## src/rtl/instr_fetch_mem.sv

```systemverilog
// Synchronous instruction memory with a 1-cycle registered fetch port, program-load
// write port, stall/flush control, range/alignment fault detection and field decode.
module instr_fetch_mem #(
  parameter int unsigned DATA_W    = 32,
  parameter int unsigned DEPTH     = 128,
  parameter int unsigned BYTE_ADDR = 0,
  parameter string       INIT_FILE = "",
  localparam int unsigned AW       = $clog2(DEPTH)
) (
  input  logic              clk,
  input  logic              rst_n,
  input  logic [31:0]       pc,
  input  logic              fetch_req,
  output logic              fetch_rdy,
  input  logic              stall,
  input  logic              flush,
  input  logic              ld_en,
  input  logic [AW-1:0]     ld_addr,
  input  logic [DATA_W-1:0] ld_data,
  output logic              inst_valid,
  output logic              inst_fault,
  output logic [DATA_W-1:0] inst,
  output logic [31:0]       pc_out,
  output logic [5:0]        opcode,
  output logic [4:0]        r_reg1,
  output logic [4:0]        r_reg2,
  output logic [4:0]        w_reg,
  output logic [4:0]        shift,
  output logic [5:0]        funct,
  output logic [15:0]       inst_16bit,
  output logic [31:0]       imm_sext,
  output logic [25:0]       jaddr,
  output logic [31:0]       fetch_cnt
);

  logic [DATA_W-1:0] mem [DEPTH];
  logic [31:0]       idx;
  logic              fault;
  logic              accept;

  always_comb begin
    idx    = (BYTE_ADDR != 0) ? {2'b00, pc[31:2]} : pc;
    fault  = (idx >= DEPTH) || ((BYTE_ADDR != 0) && (pc[1:0] != 2'b00));
    accept = fetch_req && !stall;
  end

  assign fetch_rdy = ~stall;

  // Memory is deliberately outside the reset domain so loaded programs survive rst_n.
  always_ff @(posedge clk) begin
    if (ld_en && (32'(ld_addr) < DEPTH)) begin
      mem[ld_addr] <= ld_data;
    end
  end

  // The fetch reads mem with the pre-edge contents, so a same-cycle load is read-before-write.
  always_ff @(posedge clk or negedge rst_n) begin
    if (!rst_n) begin
      inst_valid <= 1'b0;
      inst_fault <= 1'b0;
      inst       <= '0;
      pc_out     <= '0;
      fetch_cnt  <= '0;
    end else if (accept) begin
      inst_valid <= 1'b1;
      inst_fault <= fault;
      inst       <= fault ? '0 : mem[idx[AW-1:0]];
      pc_out     <= pc;
      fetch_cnt  <= fetch_cnt + 32'd1;
    end else if (flush || !stall) begin
      inst_valid <= 1'b0;
      inst_fault <= 1'b0;
    end
  end

  always_comb begin
    opcode     = inst[31:26];
    r_reg1     = inst[25:21];
    r_reg2     = inst[20:16];
    w_reg      = inst[15:11];
    shift      = inst[10:6];
    funct      = inst[5:0];
    inst_16bit = inst[15:0];
    imm_sext   = {{16{inst[15]}}, inst[15:0]};
    jaddr      = inst[25:0];
  end

endmodule

```

## config.mk

```make
export PLATFORM = sky130hd
export DESIGN_NAME = instr_fetch_mem
export DESIGN_NICKNAME = d
export VERILOG_FILES = /design/src/rtl/instr_fetch_mem.sv
export SDC_FILE = /design/constraint.sdc
export NUM_CORES = 2
export LEC_CHECK = 0
export CORE_ASPECT_RATIO = 1.2
export CORE_MARGIN = 10
export CORE_UTILIZATION = 40
export CTS_BUF_LIST = sky130_fd_sc_hd__clkbuf_16
export CTS_CLUSTER_SIZE = 14
export DETAILED_ROUTE_END_ITERATION = 12
export DONT_BUFFER_PORTS = 1
export HOLD_SLACK_MARGIN = 0.06
export REMOVE_ABC_BUFFERS = 1
export SYNTH_ARGS = -nofsm -noshare
export SYNTH_HDL_FRONTEND = slang
export SYNTH_SLANG_ARGS = --single-unit
```

## constraint.sdc

```tcl
create_clock -name clk -period 2.15 [get_ports clk]
set_clock_uncertainty 0.15 [all_clocks]
set_input_delay 0.43 -clock clk [delete_from_list [all_inputs] [get_ports clk]]
set_output_delay 0.43 -clock clk [all_outputs]
set_load 0.03 [all_outputs]
```

==> results.md <==
* Outcome: finished with violations
* Violated checks: hold timing, setup timing
* Clk root buf: clkbuf_16
* Worst-case clock buffer depth at 4
* WL per Instance at ~34 um
* H-tree depth at 5
* Area taken by multi-input logic gates at about 36000 um^2
* Port Buffer Count at 0
* Cell family with most CP delay: compound AO/OA/AOI/OAI gates
* HPWL after DPL at between 200 and 300 mm
* Final-stage net count at between 8k and 9k
* Crit-path max cell delay at around 0.95 ns
* Worst Hold Class: in -> async
* Clk sinks at 4194
* Setup crit end kind: register
* Switching portion of total power at 22.1%
* Post-synth ARST share at 2.34%
* Worst path bufs/invs at 0
* First-pass GRT wire length at 682 mm
* Combinational Power Share at around 6.5%
* Hold Vio Cnt, Final at a little under 100
* Post-synthesis cell type count at 64
* Min Tclk post-route at 2.83 ns
* Largest net degree at the start of global routing at between 400 and 500
* R2R cell count at 6
* Number of cells produced by synthesis at ~7.6k
* RSZ-0062 raised after global routing: yes
* Worst hold margin at -0.977 ns
* Post-route ant nets at 0
* Core Area at roughly 410000 um^2
* R2r setup slk at -0.68 ns
* Layout Utilization at just under 50%
* Clk slew on worst S/H paths at roughly 0.06 ns
* Crit-path slowest cell: o211ai_1
* Reg2reg start: mem[92][29]
* GPL Wtd Cong at between 0.8 and 0.9
* Area Growth Syn to Fin at 20.3%
* Worst EP required at 2.79 ns
* MaxCap Viol Count at 0
* Ports at 282
* Via density at roughly 6
* Syn_area_per_cell at between 20 and 25 um^2
* Clock Power Share at about two fifths
* P_sw at 0.0374 W
* Reg-to-reg endpoint: inst[29]
* Worst-path fanout max at 2
* P_leak at approximately 64 nW
* Slew HR at approximately 14%
* Die Area at approximately 430000 um^2
* Final Max Slew Viols at 0
* Iter 0 DRT Violations at between 10k and 15k
* Worst-Skew Late Latency at approximately 0.96 ns
* Vias in the first global route at around 85k
* Residual DRC at 0
* Die W at around 600 um
* Register area share after synthesis at approximately 77%
* Final worst slack at -0.681 ns
* Setup Crit Path Kind: reg -> reg
* Most frequent cells in the layout: edfxtp_1 (4096), mux4_2 (807), buf_4 (660)
* Dpl cells at 13.5k
* Period utilization at 132%
* Die height at between 700 and 800 um
* Leading cell type in the layout, fill and taps excluded: edfxtp_1
* Cts hold-fix bufs at 162
* EDFF count, synth at 4096
* CP Cell Sequence: mux4_2 > mux2_4 > a21oi_4 > nand3_2 > o211ai_1 > o21ai_1
* Layout cells sized above 1 at between 30% and 40%
* Worst slew pin tran at about 1.3 ns
* Fmax at 353 MHz
* Fillers at about 33k
* TritonCTS clock tree: yes
* Internal at approximately 0.13 W
* Startpoint Class: register
* Non-Filler Instances at ~15k
* Reg power frac at 53.5%
* Reg area at 126000 um^2
* Initial antenna violation count at 29
* Synthesized area at approximately 160000 um^2
* Tot GR Track Use at a little over a fifth
* FF+latch count, synth at around 4.2k
* Worst VDD drop at 0.000673 V
* TritonCTS buffer count at approximately 400
* Row count at 256
* PwrDens at between 800 and 900 nW/um^2
* WL final at 497 mm
* Synth Flop Type: edfxtp_1
* Arr. time, crit path at ~3.5 ns
* Via count at approximately 85k
* Starting density of the core at 40.2%
* Remaining global-route overflow at 0
* Syn. warnings at 0
* First drt pass iteration count at 6
* Post-route setup TNS at -34.12 ns
* Final setup viols at ~160
==> stage by stage <==
| stage | power, W | instance area (um^2) | setup WS, ns |
|---|---|---|---|
| after floorplan | 0.0955 | 159000 | -2.48 |
| after global placement | 0.100 | 178000 | -3.09 |
| after detailed placement | 0.100 | 178000 | -2.28 |
| after CTS | 0.169 | 195000 | -0.658 |
| after global routing | 0.173 | 196000 | -0.737 |
| final | 0.169 | 196000 | -0.681 |
==> cell usage after synthesis, types with 15 or more instances <==
cell          n  area share, %
a2111oi_0    19           0.10
a211oi_1     88           0.41
a21oi_1     101           0.31
a221oi_1     42           0.23
a22oi_1     216           0.99
a31oi_1      35           0.13
a32o_1       38           0.23
buf_1        15          0.035
buf_2       102           0.31
buf_4       186           0.86
buf_6        72           0.50
buf_8        32           0.29
clkbuf_1    120           0.28
dfrtp_1      98            1.5
edfxtp_1   4096             75
mux2_2       77           0.53
mux2i_1     580            3.6
mux4_2      802             11
nand2_1     226           0.52
nand2b_1     46           0.18
nand3_1      68           0.21
nand4_1      15          0.058
nor2_1      151           0.35
nor2b_1      66           0.25
nor3_1       27          0.083
nor4_1       35           0.13
o211ai_1     22           0.10
o21ai_0      52           0.16
o22ai_1      44           0.17
xnor2_1      22           0.12
==> worst max path at each step <==
stage	startpoint	end	slack [ns]	cells after the start
after detailed placement	pc[4]	inst[7]	-2.28	8
final	mem[92][29]	inst[29]	-0.68	6
after global placement	pc[4]	inst[16]	-3.09	8
after floorplan	inst[15]	imm_sext[15]	-2.48	0
after global routing	mem[92][29]	inst[29]	-0.74	6
after CTS	mem[92][29]	inst[29]	-0.66	6
==> flip-flops by register name, summed over array words and instances, names as in the netlist <==
| register | cells |
|---|---|
| fetch_cnt | 32 |
| inst | 32 |
| inst_fault | 1 |
| inst_valid | 1 |
| mem | 4096 |
| pc_out | 32 |
==> metal layers <==
layer | vias up | routed length, um | share of wire, % | track usage (%)
li1 | 34100 | - | - | -
met1 | 45600 | 184000 | 37 | 28.2
met2 | 4263 | 244000 | 49 | 36.6
met3 | 883 | 41000 | 8.2 | 3.70
met4 | 8 | 28000 | 5.6 | 10.2
met5 | - | 59 | 0.012 | 0
==> kinds of logic (layout without fill, tap and decap cells) <==
| kind of cell | Yosys count | count (layout) | share of synthesized area [%] |
|---|---|---|---|
| compound gates | 730 | 730 | 3.20 |
| xor+xnor | 31 | 31 | 0.167 |
| fa+ha+maj | 1 | 1 | 0.00767 |
| buf+inv | 551 | 1978 | 2.47 |
| flops | 4194 | 4194 | 76.9 |
| mux | 1466 | 1466 | 15.3 |
| other cells | 0 | 20 | 0 |
| simple gates | 673 | 673 | 1.94 |
==> power by group through the flow <==
stage	logic, W	clock network [W]	registers, W
final	0.0110	0.0676	0.0905
after CTS	0.0104	0.0684	0.0904
after global routing	0.0114	0.0716	0.0904
after floorplan	0.00325	0	0.0923
after detailed placement	0.00790	0	0.0922
after global placement	0.00785	0	0.0921
==> layout make-up <==
type | instances | area share, %
flip-flops and latches | 4194 | 64.0
clock buffers | 404 | 5.15
inverters | 10 | 0.0204
repair buffers | 1248 | 7.73
well taps | 5418 | 3.46
multi-input cells | 2901 | 18.5
diodes | 20 | 0.0255
clock inverters | 316 | 1.11
==> what timing repair did <==
action | in CTS | in global routing
setup buffers | 38 | 51
setup endpoints to repair | 194 | 3799
pin swaps | 98 | 66
gates cloned | 3 | 10
resized for setup | 397 | 156
endpoints found under the hold margin | 5615 | 98
No activity file was read; power rests on OpenSTA's default activity.
